**src/rtl/lot_occupancy_cnt.sv**
```systemverilog
// lot_occupancy_cnt: parking-lot occupancy counter.
// Each lane has an outer (a) and an inner (b) beam sensor. A per-lane FSM
// decodes the order in which the beams break into entry/exit events. The
// combined events update a clamped 0..CAP count, which is also shown on two
// 7-segment digits.
module lot_occupancy_cnt #(
  parameter int LANES = 2,
  parameter int CAP   = 99,
  parameter int LZB   = 0
) (
  input  logic             clk,
  input  logic             reset,
  input  logic             clr,
  input  logic [LANES-1:0] sens_a,
  input  logic [LANES-1:0] sens_b,
  output logic [6:0]       count,
  output logic [6:0]       seg_tens,
  output logic [6:0]       seg_ones,
  output logic             full,
  output logic             empty,
  output logic [LANES-1:0] lane_err,
  output logic             ovf
);

  typedef enum logic [2:0] {
    IDLE  = 3'd0,
    EN_A  = 3'd1,
    EN_AB = 3'd2,
    EN_B  = 3'd3,
    EX_B  = 3'd4,
    EX_BA = 3'd5,
    EX_A  = 3'd6,
    ERR   = 3'd7
  } lane_state_t;

  localparam logic signed [8:0] CAP_S = 9'(CAP);
  localparam logic [6:0]        CAP_U = 7'(CAP);

  // 7-segment pattern {a,b,c,d,e,f,g}; anything that is not a digit is dark
  function automatic logic [6:0] f_seg(input logic [3:0] d);
    logic [6:0] s;
    case (d)
      4'd0:    s = 7'b1111110;
      4'd1:    s = 7'b0110000;
      4'd2:    s = 7'b1101101;
      4'd3:    s = 7'b1111001;
      4'd4:    s = 7'b0110011;
      4'd5:    s = 7'b1011011;
      4'd6:    s = 7'b1011111;
      4'd7:    s = 7'b1110000;
      4'd8:    s = 7'b1111111;
      4'd9:    s = 7'b1111011;
      default: s = 7'b0000000;
    endcase
    return s;
  endfunction

  logic [LANES-1:0] r_a_s1, r_a_s2, r_b_s1, r_b_s2;
  lane_state_t      r_state [LANES];
  lane_state_t      w_next  [LANES];
  logic [LANES-1:0] w_entry, w_exit, w_to_err;
  logic [1:0]       w_ab;
  logic signed [8:0] w_sum;
  logic [6:0]       w_count_nxt;
  logic             w_ovf;
  logic [3:0]       w_tens, w_ones;

  // Two-flop synchronizers for the raw sensor beams
  always_ff @(posedge clk or posedge reset) begin
    if (reset) begin
      r_a_s1 <= '0;
      r_a_s2 <= '0;
      r_b_s1 <= '0;
      r_b_s2 <= '0;
    end else if (clr) begin
      r_a_s1 <= '0;
      r_a_s2 <= '0;
      r_b_s1 <= '0;
      r_b_s2 <= '0;
    end else begin
      r_a_s1 <= sens_a;
      r_a_s2 <= r_a_s1;
      r_b_s1 <= sens_b;
      r_b_s2 <= r_b_s1;
    end
  end

  // Lane next-state decode on synchronized {b,a}; exit path mirrors entry
  always_comb begin
    w_ab     = 2'b00;
    w_entry  = '0;
    w_exit   = '0;
    w_to_err = '0;
    for (int i = 0; i < LANES; i++) begin
      w_ab      = {r_b_s2[i], r_a_s2[i]};
      w_next[i] = r_state[i];
      case (r_state[i])
        IDLE: begin
          if (w_ab == 2'b01)      w_next[i] = EN_A;
          else if (w_ab == 2'b10) w_next[i] = EX_B;
          else if (w_ab == 2'b11) w_next[i] = ERR;
          else                    w_next[i] = IDLE;
        end
        EN_A: begin
          if (w_ab == 2'b11)      w_next[i] = EN_AB;
          else if (w_ab == 2'b00) w_next[i] = IDLE;
          else if (w_ab == 2'b10) w_next[i] = ERR;
          else                    w_next[i] = EN_A;
        end
        EN_AB: begin
          if (w_ab == 2'b10)      w_next[i] = EN_B;
          else if (w_ab == 2'b01) w_next[i] = EN_A;
          else if (w_ab == 2'b00) w_next[i] = ERR;
          else                    w_next[i] = EN_AB;
        end
        EN_B: begin
          if (w_ab == 2'b00) begin
            w_next[i]  = IDLE;
            w_entry[i] = 1'b1;
          end else if (w_ab == 2'b11) w_next[i] = EN_AB;
          else if (w_ab == 2'b01)     w_next[i] = ERR;
          else                        w_next[i] = EN_B;
        end
        EX_B: begin
          if (w_ab == 2'b11)      w_next[i] = EX_BA;
          else if (w_ab == 2'b00) w_next[i] = IDLE;
          else if (w_ab == 2'b01) w_next[i] = ERR;
          else                    w_next[i] = EX_B;
        end
        EX_BA: begin
          if (w_ab == 2'b01)      w_next[i] = EX_A;
          else if (w_ab == 2'b10) w_next[i] = EX_B;
          else if (w_ab == 2'b00) w_next[i] = ERR;
          else                    w_next[i] = EX_BA;
        end
        EX_A: begin
          if (w_ab == 2'b00) begin
            w_next[i] = IDLE;
            w_exit[i] = 1'b1;
          end else if (w_ab == 2'b11) w_next[i] = EX_BA;
          else if (w_ab == 2'b10)     w_next[i] = ERR;
          else                        w_next[i] = EX_A;
        end
        ERR: begin
          if (w_ab == 2'b00) w_next[i] = IDLE;
          else               w_next[i] = ERR;
        end
        default: w_next[i] = IDLE;
      endcase
      w_to_err[i] = (w_next[i] == ERR) && (r_state[i] != ERR);
    end
  end

  // Net all lane events into one signed sum, then clamp to 0..CAP
  always_comb begin
    w_sum = $signed({2'b00, count});
    for (int i = 0; i < LANES; i++) begin
      if (w_entry[i]) w_sum = w_sum + 9'sd1;
      else            w_sum = w_sum;
      if (w_exit[i])  w_sum = w_sum - 9'sd1;
      else            w_sum = w_sum;
    end
    if (w_sum > CAP_S) begin
      w_count_nxt = CAP_U;
      w_ovf       = 1'b1;
    end else if (w_sum < 9'sd0) begin
      w_count_nxt = 7'd0;
      w_ovf       = 1'b1;
    end else begin
      w_count_nxt = w_sum[6:0];
      w_ovf       = 1'b0;
    end
  end

  // Lane states, count, flags and pulses; clear wins over any event
  always_ff @(posedge clk or posedge reset) begin
    if (reset) begin
      for (int i = 0; i < LANES; i++) r_state[i] <= IDLE;
      count    <= 7'd0;
      full     <= 1'b0;
      empty    <= 1'b1;
      ovf      <= 1'b0;
      lane_err <= '0;
    end else if (clr) begin
      for (int i = 0; i < LANES; i++) r_state[i] <= IDLE;
      count    <= 7'd0;
      full     <= 1'b0;
      empty    <= 1'b1;
      ovf      <= 1'b0;
      lane_err <= '0;
    end else begin
      for (int i = 0; i < LANES; i++) r_state[i] <= w_next[i];
      count    <= w_count_nxt;
      full     <= (w_count_nxt == CAP_U);
      empty    <= (w_count_nxt == 7'd0);
      ovf      <= w_ovf;
      lane_err <= w_to_err;
    end
  end

  // Decimal digits straight from the registered count
  assign w_tens   = 4'(count / 7'd10);
  assign w_ones   = 4'(count % 7'd10);
  assign seg_tens = ((LZB != 0) && (w_tens == 4'd0)) ? 7'b0000000 : f_seg(w_tens);
  assign seg_ones = f_seg(w_ones);

endmodule

```
**config.mk**
```make
export PLATFORM = sky130hd
export DESIGN_NAME = lot_occupancy_cnt
export DESIGN_NICKNAME = d
export VERILOG_FILES = /design/src/rtl/lot_occupancy_cnt.sv
export SDC_FILE = /design/constraint.sdc
export NUM_CORES = 1
export LEC_CHECK = 0
export CAP_MARGIN = 25
export CORE_MARGIN = 5
export CORE_UTILIZATION = 40
export DETAILED_ROUTE_END_ITERATION = 8
export GPL_ROUTABILITY_DRIVEN = 0
export SYNTH_ARGS = -nofsm -noshare
export SYNTH_HDL_FRONTEND = slang
export SYNTH_SLANG_ARGS = --single-unit
```
**constraint.sdc**
```tcl
create_clock -name clk -period 4.5 [get_ports clk]
set_input_delay 0.45 -clock clk [delete_from_list [all_inputs] [get_ports clk]]
set_output_delay 0.45 -clock clk [all_outputs]
set_load 0.01 [all_outputs]
```
## Word-level counts from Yosys, hierarchy flattened

Memory sizes are Yosys's and may differ from the RTL's.
Index checks and enable logic that the tools add are counted.

- Register bits: 26
- Latch bits: 0
- RAM bits: 0
- Memory bits (read-only): 224
- Output and inout bits: 26
- Memories kept: 2

Memory list:

| name | words | bits a word | read ports | clocked after Yosys merged registers in | wr ports | RTL line | source |
|---|---|---|---|---|---|---|---|
| (name not given) | 16 | 7 | 1 | 0 | 0 | 42 | `case (d)` |
| (name not given) | 16 | 7 | 1 | 0 | 0 | 42 |  |

- Add/subtract/negate cells: 4
- $mul: 0
- Divide/modulo/power cells: 2
- Order comparisons: 2
- Eq/ne operators: 25
- Shift operators: 0
- Muxes and demuxes: 70
- Bitwise gates (word level): 0
- Reduce and logical (&&, ||, !) cells: 7

Operators with widths:

| kind | number |
|---|---|
| $mux W3 | 32 |
| $pmux W3 S8 | 2 |
| $eq A3 B3 Y1 const B | 10 |
| $mux W2 | 15 |
| $mux W9 | 3 |
| $mux W7 | 3 |
| $sub A9 B2 Y9 const B | 2 |
| $mux W1 | 13 |
| $eq A3 B2 Y1 const B | 4 |
| $add A9 B2 Y9 const B | 1 |
| $gt A9 B8 Y1 const B | 1 |
| $lt A9 B1 Y1 const B | 1 |
| $add A7 B1 Y8 const B | 1 |
| $eq A2 B2 Y1 const B | 4 |
| $mux W8 | 1 |
| $div A7 B4 Y7 const B | 1 |
| $eq A7 B7 Y1 const B | 1 |
| $logic_not A7 Y1 | 1 |
| $mod A7 B4 Y7 const B | 1 |
| $eq A3 B1 Y1 const B | 2 |
| $logic_not A3 Y1 | 2 |
| $mux W6 | 1 |
| $ne A3 B3 Y1 const B | 2 |
| $eq A2 B1 Y1 const B | 2 |
| other kinds (2) | 4 |

## Depth between registers and ports, before layout

Gate-level depths: netlist of run 1.

- Depth after elaboration: 15
- Mapped depth: 20

## Worst setup path before layout of run 1

No wires, ideal clock.

- Kind: flip-flop to flip-flop
- From: reg r_a_s2[0]
- To: reg count[2]
- Data arrival time: 3817 ps
- Slack: 603 ps
- Stages on the path, launching flop included: 21
- Clock period less this slack: 3897 ps
- Cell sequence: dfrtp_1 -> inv_1 -> ha_1 -> buf_4 -> and4b_1 -> buf_6 -> mux2i_2 -> ha_1 -> a21o_1 -> a21oi_1 -> a21oi_1 -> ha_1 -> and2_1 -> a21oi_1 -> xnor2_1 -> a2bb2oi_1 -> o211ai_1 -> a31oi_1 -> a21oi_1 -> a211oi_4 -> nor3b_2

- Word-level cells in the longest chain between the ends: 14
- Elaborated cells on any way between the ends: 16
- Classes of those cells: 3 x add/sub; 2 x order compare; 10 x mux; 1 x reduce/logical

RTL lines:

| element | RTL line | source |
|---|---|---|
| start, declared | 58 | `logic [LANES-1:0] r_a_s1, r_a_s2, r_b_s1, r_b_s2;` |
| start signal, assigned | 82 | `r_a_s2 <= r_a_s1;` |
| $logic_not A2 Y1 (*) | 117, 137 |  |
| $mux W1 (*) | 117, 137 |  |
| $mux W1 | 97 | `case (r_state[i])` |
| $mux W8 | 158 | `if (w_entry[i]) w_sum = w_sum + 9'sd1;` |
| $sub A9 B2 Y9 | 160 | `if (w_exit[i]) w_sum = w_sum - 9'sd1;` |
| $mux W9 (*) | 160 |  |
| $add A9 B2 Y9 | 158 |  |
| $mux W9 (*) | 158 |  |
| $sub A9 B2 Y9 | 160 |  |
| $mux W9 (*) | 160 |  |
| $lt A9 B1 Y1 | 166 | `end else if (w_sum < 9'sd0) begin` |
| $mux W7 | 166 |  |
| $mux W7 (*) | 163 | `if (w_sum > CAP_S) begin` |
| $mux W7 (*) | 184 | `end else if (clr) begin` |
| end signal, assigned | 193 | `count <= w_count_nxt;` |
| end, declared | 16 | `output logic [6:0] count,` |

Every way passes the cells marked *; elsewhere a longest branch is shown, timed or not.

## Final worst setup path of run 1

- From: reg count[2]
- To: out seg_tens[3]

- Word-level cells in the longest chain between the ends: 2

RTL lines:

| element | RTL line | source |
|---|---|---|
| $div A7 B4 Y7 | 202 | `assign w_tens = 4'(count / 7'd10);` |
| $mem_v2 Z16 W7 | -- |  |
| end, declared | 17 | `output logic [6:0] seg_tens,` |

Every way passes these cells.

==> results of run 1 <==
[worst max-delay path by stage]
stage               from           to  slack, ns
6_report        count[2]  seg_tens[3]       0.35
5_1_grt        r_a_s2[0]     count[2]       0.02
4_1_cts         count[2]  seg_ones[3]       0.08
3_5_place_dp   r_a_s2[0]     count[3]       0.38
3_3_place_gp    count[2]  seg_ones[3]       0.50
2_1_floorplan  r_a_s2[0]     count[2]       0.60
[final cells by class]
class	count	area (um^2)	share of cell area [%]
inverters	24	90.1	2.29
well taps	105	131	3.34
flip-flops and latches	26	652	16.6
clock buffers	3	41.3	1.05
clock inverters	1	30.0	0.764
repair buffers	50	475	12.1
multi-input cells	333	2510	63.9
[per-layer routing]
metal  vias up  global-route usage (%)
met4         0                    3.37
li1       1533                       -
met2        66                    25.4
met3         7                    1.31
met1      1482                    21.4
met5         -                       0
[worst reg2reg max path, delay by kind of cell (launching register included)]
family,cells,cell delay [ns]
flip-flops,1,0.42
XOR/XNOR,1,0.18
adder cells (fa/ha/maj),3,0.73
AND/OR/NAND/NOR,3,0.64
AO/OA/AOI/OAI,9,1.65
multiplexers,1,0.33
buffers and inverters,1,0.12
[cells in the mapped netlist, drive strengths merged, types with 14 or more instances]
cell type  number  area, um^2
nand2          16        60.1
dfrtp          25         626
ha             33         413
xnor2          20         183
clkbuf         14        56.3
o21ai          18        90.1
a21oi          30         150
nor2           36         135
inv            24        90.1
nor3           20         116
nand3          14        80.1
[timing repair]
item	CTS	global route
resized for setup	0	8
buffers inserted	0	0
setup endpoints to repair	0	15
[where the power goes]
group / internal [uW] / leakage [uW] / switching, uW
Combinational: 855 / 0.00131 / 909
Sequential: 284 / 0.000348 / 90.1
Clock: 119 / 0.0000357 / 74.2
Total: 1260 / 0.00169 / 1070
[cell families (layout without fill, tap and decap cells)]
| family | after synthesis | after routing | share of synthesized area, % |
|---|---|---|---|
| and+or+nand+nor | 146 | 146 | 25.9 |
| AOI/OAI and AO/OA | 117 | 117 | 24.9 |
| buffers and inverters | 51 | 78 | 7.05 |
| adders and majority gates | 35 | 35 | 12.9 |
| xor gates and xnor gates | 27 | 27 | 7.27 |
| DFF | 26 | 26 | 19.4 |
| muxes | 8 | 8 | 2.50 |
[flip-flops by register name, summed over array words and instances (netlist names), 2 cells and up]
signal and flops:
r_state 6, r_b_s1 2, count 7, r_b_s2 2
lane_err 2, r_a_s2 2, r_a_s1 2
[through the flow]
stage          instance area [um^2]  setup WS, ns  utilization (%)
3_3_place_gp                   3790         0.505             46.3
2_1_floorplan                  3350         0.603                -
4_1_cts                        3890        0.0799             47.5
3_5_place_dp                   3810         0.383             46.7
5_1_grt                        3930        0.0166             48.1
6_report                       3930         0.354             48.1
==> results list, run 1 <==
- The flow ran to the end, and the final reports show no timing, DRC or antenna violations.
* Worst-case clock buffer depth: 2
- DRT Pass-1 Iters: 4
- Worst Hold Class: in2async
- Input and output buffers added on the ports amount to 32.
- Area of the core region: 8180 um^2
- Overall Power: around 2300 uW
* Type of origin of the critical path: flop
- YS warnings: 0
* Highest Signal Layer: met4
- Sequential-to-total area share from yosys stat: 19.4%
- Setup_tns: 0 ns
* Iteration-0 DRC Markers: 67
- The layout has 776 filler cells.
- IR analysis of the VDD net gives a maximum drop of roughly 0.22 mV.
* Number of antenna violations at the first check in global routing: 0
- After detailed routing, the total wire length is approximately 7900 um.
* CTS HTree Levels: 1
- Leaving out fill and tap cells, the most frequent cell in the layout is sky130_fd_sc_hd__nor2_1.
* Kind of cell adding the most delay to the critical path: buffers and inverters
* CTS root buf: sky130_fd_sc_hd__clkbuf_8
- Endpoint type of the worst setup path: output port
- Average instance area after synthesis: around 8 um^2
- CTS tree: done
- In this run the worst path has a maximum fanout of 12.
* Minimum setup slack among reg-to-reg paths: around 0.37 ns
- In the final routed layout, each cell accounts on average for approximately 14 um.
- For this design the static power due to leakage is roughly 0.0017 uW.
- In the synthesized netlist the async set-or-reset flop fraction comes to between 90% and 100%.
- For this run, design rule violations remaining after detail routing come to 0.
- Across the run, the number of max-cap violations was 0.
* Clock latency on the worst-skew pair: approximately 0.27 ns
- GRT Residual Overflow: 0
- After detailed routing, the wire length on met1 is 3770 um.
- Worst Tran Pin Value: approximately 0.8 ns
- Number of register bits inferred by synthesis: 26
- The max-slew violation total from the final report is 0.
- After detailed routing, the met3 layer carries 341 um of wire.
- The number of nets handed over by synthesis was 450.
* Number of standard cells in the final layout excluding fillers: around 540
* Required time of the worst setup path: 4.05 ns
- The number of hold violations in the final report was 0.
- Post-Place Cells: roughly 540
- # hold bufs at CTS: 0
- Slowest cell on crit path: sky130_fd_sc_hd__clkdlybuf4s50_1
* Overall fraction of global-route tracks in use: around 15%
* Wire length of the first global-routing pass: ~13000 um
- Ports placed on the boundary: 33
* Fraction of the cycle the final worst path needs: just over 90%
* Setup skew after layout: approximately 0.0047 ns
* Area added between synthesis and finish: 17.2%
* Netlist area before placement: 3350 um^2
- After synthesis, the netlist uses 80 different library cells.
- Commonest cells after routing, fill and taps aside: sky130_fd_sc_hd__nor2_1, sky130_fd_sc_hd__ha_1, sky130_fd_sc_hd__clkdlybuf4s50_1
- Clock buffer count from CTS: 3
* Cells along the critical path: inv_1 -> nand2_1 -> a31oi_4 -> xnor2_1 -> ha_1 -> inv_1 -> a21boi_1 -> buf_4 -> inv_1 -> ha_1 -> nor2b_1 -> a21oi_1 -> o21ai_0 -> clkdlybuf4s50_1
- Clock period minus worst slack: approximately 4.1 ns
- In this run the horizontal extent of the chip is a little over 100 um.
- Number of diodes: 0
- Most Frequent Cell on Critical Path: sky130_fd_sc_hd__inv_1
- Normalized max-slew margin: roughly 47%
- Summing over every cut layer, the via total after detailed routing is about 3100.
- Worst-case hold slack: about 0.40 ns
* Power density over the cells: 593 nW/um^2
* Final setup vio count: 0
- Die area: 10300 um^2
- Static timing analysis puts the maximum clock frequency at approximately 240 MHz.
- At the worst endpoint, the arrival time is around 3.7 ns.
* Main flop type after synthesis: sky130_fd_sc_hd__dfrtp_1
* Fraction of final layout cells sized beyond drive strength 1: 12.1%
* Number of sinks driven by the clock tree: 26
- Number of logic stages on the critical path including buffering: 14
* CTS clock-pin slew for the worst setup and hold paths: ~0.09 ns
- The detail route stage leaves a number of antenna-violating nets equal to 0.
- The via count of the first global-routing pass came to 2698.
* Maximum number of pins on one net before global-route repair: 23
- The cell count after synthesis came out at a little over 400.
* Number of enable flip-flop cells after synthesis: 0
- Met2 layer wire length in the routed design: ~3700 um
- Endpoint of the lowest-slack register-to-register path: count[3]
- Reg2reg path depth: 18
* Nets: ~480
* Critical R2R Launch: r_a_s2[0]
- Die Y: 102 um
- After detailed routing, the number of vias per cell comes to approximately 5.7.
* Starting Density: approximately two fifths
- For this run, the slowest stage of the critical path takes around 0.56 ns.
- The floorplan has 33 rows.
- After legalization and detailed placement, the total HPWL measured 6000 um.
- The critical path is of the reg2out type.
- Setup repair after global routing missed its margin: false
- The number of buffers and inverters on the critical path is 5.
Power figures use the tool's default switching activity.
==> inputs of run 2 (changes only) <==
--- a/config.mk
+++ b/config.mk
@@ -6,10 +6,13 @@
 export NUM_CORES = 1
 export LEC_CHECK = 0
 export CAP_MARGIN = 25
+export CELL_PAD_IN_SITES_DETAIL_PLACEMENT = 1
+export CELL_PAD_IN_SITES_GLOBAL_PLACEMENT = 1
 export CORE_MARGIN = 5
-export CORE_UTILIZATION = 40
+export CORE_UTILIZATION = 44
 export DETAILED_ROUTE_END_ITERATION = 8
 export GPL_ROUTABILITY_DRIVEN = 0
+export PLACE_DENSITY_LB_ADDON = 0.1
 export SYNTH_ARGS = -nofsm -noshare
 export SYNTH_HDL_FRONTEND = slang
 export SYNTH_SLANG_ARGS = --single-unit
==> results list, run 2 (synthesis results as in run 1) <==
* Share of power burned in the clock network: 6.6% (-1.7 points)
- The half-perimeter wire length after placement is 6740 um (+12%).
* Fraction of the cycle the final worst path needs: 94.6% (+2.4 points)
- Regs by FF count: count (7), r_state (6)
* Crit-path max cell delay: 0.42 ns (-0.14 ns)
- The fraction of power spent switching nets was 47.0% (+0.92 points).
* Reg2reg path depth: 16 (-2)
- Vias per cell: 5.80 (+1.8%)
* Worst Tran Pin Value: 0.746 ns (-0.0480 ns)
- The min-delay analysis places its worst path in the category in2async.
- Number of buffer and inverter instances along the worst setup path: 2 (-3)
* Starting Density: 45.8% (+4.7 points)
* Clock buffer count from CTS: 3 (unchanged)
- Power density over the cells: 586 nW/um^2 (-1.2%)
- Required time of the worst setup path: 4.69 ns (+0.64 ns)
- The first-pass iteration count of the detailed router was 4 (unchanged).
- Leading cell type in the layout, fill and taps excluded: sky130_fd_sc_hd__nor2_1
- The count of hold-fix buffers inserted at cts was 0 (unchanged).
- Post-detailed-route DRC marker count: 0 (unchanged)
- Area of the core region: 7330 um^2 (-10%)
- Antenna-violating nets left: 0 (unchanged)
- Commonest cells after routing, fill and taps aside: sky130_fd_sc_hd__nor2_1, sky130_fd_sc_hd__ha_1, sky130_fd_sc_hd__clkdlybuf4s50_1
- The worst register-to-register path ends at count[2].
- Worst EP arrival: 4.45 ns (+0.75 ns)
- Setup skew after layout: 0.00846 ns (+0.00372 ns)
- STA classifies the critical path endpoint as a flop.
* Worst-case hold slack: 0.371 ns (-0.0300 ns)
- The total number of nets in the final design is 477 (-0.21%).
* Type of origin of the critical path: flop
- Multi-input gate area: 2520 um^2 (+0.40%)
- Outcome: finished clean
* Die Span X: 97.3 um (-4.2%)
- The overall routed net length was 8780 um (+12%).
- Max-cap violation count: 0 (unchanged)
* Achievable frequency: 235 MHz (-2.6%)
* Combinational fraction of design power: 76.6% (+0.9 points)
- Most Frequent Cell on Critical Path: sky130_fd_sc_hd__nand3_2
* Worst-case clock buffer depth: 2 (unchanged)
- The worst-case vdd ir drop was 0.326 mV (+50%).
* Wire length of the first global-routing pass: 14700 um (+13%)
- Cells along the critical path: inv_1 -> ha_4 -> and4b_2 -> mux2i_4 -> ha_1 -> xnor2_1 -> nand3_2 -> a2111oi_4 -> o21a_1 -> nand3_2 -> xor2_1 -> buf_4 -> and4_4 -> a41o_1 -> a211oi_4 -> nor3b_2
- The worst register-to-register path begins at r_a_s2[0].
* Clock period minus worst slack: 4.26 ns (+0.110 ns)
* Number of sinks driven by the clock tree: 26 (unchanged)
- The via count of the first global-routing pass came to 3039 (+13%).
- The number of antenna repair diodes is 0 (unchanged).
- Reg with most FFs: count
- Iteration-0 DRC Markers: 119 (+78%)
- CTS HTree Levels: 1 (unchanged)
* Static leakage: 0.00166 uW (-1.7%)
- Number of flip-flops under the largest register name: 7 (unchanged)
* Setup_tns: 0 ns (unchanged)
- Slowest cell on crit path: sky130_fd_sc_hd__dfrtp_1
- The layout cell share with drive strength beyond 1 is 12.6% (+0.49 points).
- The average wire length per cell after detail routing is 16.4 um (+13%).
- GRT Residual Overflow: 0 (unchanged)
- Total of buffers placed on input and output ports: 32 (unchanged)
- The number of rows in the core area was 31 (-6.1%).
- The relative slew slack came to 49.9% (+3.0 points).
* Sequential group share of total power: 16.9% (+0.9 points)
- The maximum number of pins on one net before global-route repair is 27 (+17%).
* Maximum fanout count along the critical path: 7 (-5)
- The overall global routing resource usage was 18.2% (+3.0 points).
- The setup path with the least slack is of type reg2reg.
- Area added between synthesis and finish: 16.7%
* Die area: 9470 um^2 (-8.2%)
- Final setup vio count: 0 (unchanged)
- Count of final max-slew check failures: 0 (unchanged)
* CTS clock-pin slew for the worst setup and hold paths: 0.09 ns (about the same)
- Total via count in the routed design: 3102 (+0.45%)
- Clock latency on the worst-skew pair: 0.28 ns (about the same)
* Die Y: 97.3 um (-4.2%)
* CTS root buf: sky130_fd_sc_hd__clkbuf_8
- Ports placed on the boundary: 33 (unchanged)
* Minimum setup slack among reg-to-reg paths: 0.24 ns (-0.13 ns)
- The area occupied by registers came to 654 um^2 (+0.38%).
- The internal power was 1220 uW (-3.3%).
* # Post-CTS Setup Buffers: 0 (unchanged)
- The initial antenna violation count was 0 (unchanged).
- The final-layout fill cell count was 892 (+15%).
- CTS tree: done
- Power dissipated by switching net loads: 1080 uW (+0.31%)
- The cell family contributing the most delay on the critical path is compound AO/OA/AOI/OAI gates.
- Final hold violation count: 0 (unchanged)
run 2: layout make-up:
| cell class | instances | share of cell area, % |
|---|---|---|
| repair buffers | 49 | 12.0 |
| clock buffers | 4 | 1.41 |
| inverters | 24 | 2.30 |
| multi-input cells | 333 | 64.5 |
| flip-flops and latches | 26 | 16.7 |
| well taps | 99 | 3.16 |
run 2: power groups by stage:
| stage | registers, uW | logic [uW] | clock network (uW) |
|---|---|---|---|
| after CTS | 385 | 1750 | 155 |
| after global placement | 388 | 1710 | 0 |
| final | 387 | 1760 | 150 |
| after global routing | 400 | 1940 | 169 |
| after floorplan | 331 | 1180 | 0 |
| after detailed placement | 390 | 1740 | 0 |
run 2: worst reg2reg max path: stages (launching register included):
cell	delay [ns]
sky130_fd_sc_hd__dfrtp_1	0.42
sky130_fd_sc_hd__inv_1	0.16
sky130_fd_sc_hd__ha_4	0.20
sky130_fd_sc_hd__and4b_2	0.32
sky130_fd_sc_hd__mux2i_4	0.28
sky130_fd_sc_hd__ha_1	0.29
sky130_fd_sc_hd__xnor2_1	0.19
sky130_fd_sc_hd__nand3_2	0.13
sky130_fd_sc_hd__a2111oi_4	0.38
sky130_fd_sc_hd__o21a_1	0.27
sky130_fd_sc_hd__nand3_2	0.15
sky130_fd_sc_hd__xor2_1	0.22
sky130_fd_sc_hd__buf_4	0.18
sky130_fd_sc_hd__and4_4	0.14
sky130_fd_sc_hd__a41o_1	0.23
sky130_fd_sc_hd__a211oi_4	0.37
sky130_fd_sc_hd__nor3b_2	0.26
run 2: layer usage:
layer  vias to the layer above  part of all wire, %  global-route usage [%]  wire (um)
met1                      1492                   47                    24.4       4110
met3                        14                  2.7                    2.23        234
met2                        58                   49                    31.0       4280
met5                         -                    0                       0          0
met4                         0                  1.7                    4.58        146
li1                       1538                    -                       -          -
run 2: worst max-delay path by stage:
stage / end / slack [ns] / cells after the start / start
after floorplan: count[2] / 0.60 / 20 / r_a_s2[0]
after global routing: count[2] / -0.02 / 15 / r_a_s2[0]
final: count[2] / 0.24 / 16 / r_a_s2[0]
after detailed placement: empty / 0.21 / 15 / r_a_s2[0]
after global placement: count[3] / 0.36 / 17 / r_a_s2[0]
after CTS: seg_ones[3] / 0.15 / 15 / count[6]
run 2: repair_timing:
action                                 4_1_cts  5_1_grt
gates resized for setup                      0       12
endpoints found under the hold margin        0        0
setup endpoints to repair                    0       16
run 2: through the flow:
step           instance area (um^2)  cells  util [%]  total power [uW]  setup slack (ns)
2_1_floorplan                  3350    410         -              1510             0.603
3_3_place_gp                   3770    530      51.5              2100             0.359
3_5_place_dp                   3770    530      51.5              2130             0.209
4_1_cts                        3830    534      52.2              2290             0.153
5_1_grt                        3910    535      53.4              2510           -0.0158
6_report                       3910    535      53.4              2290             0.243
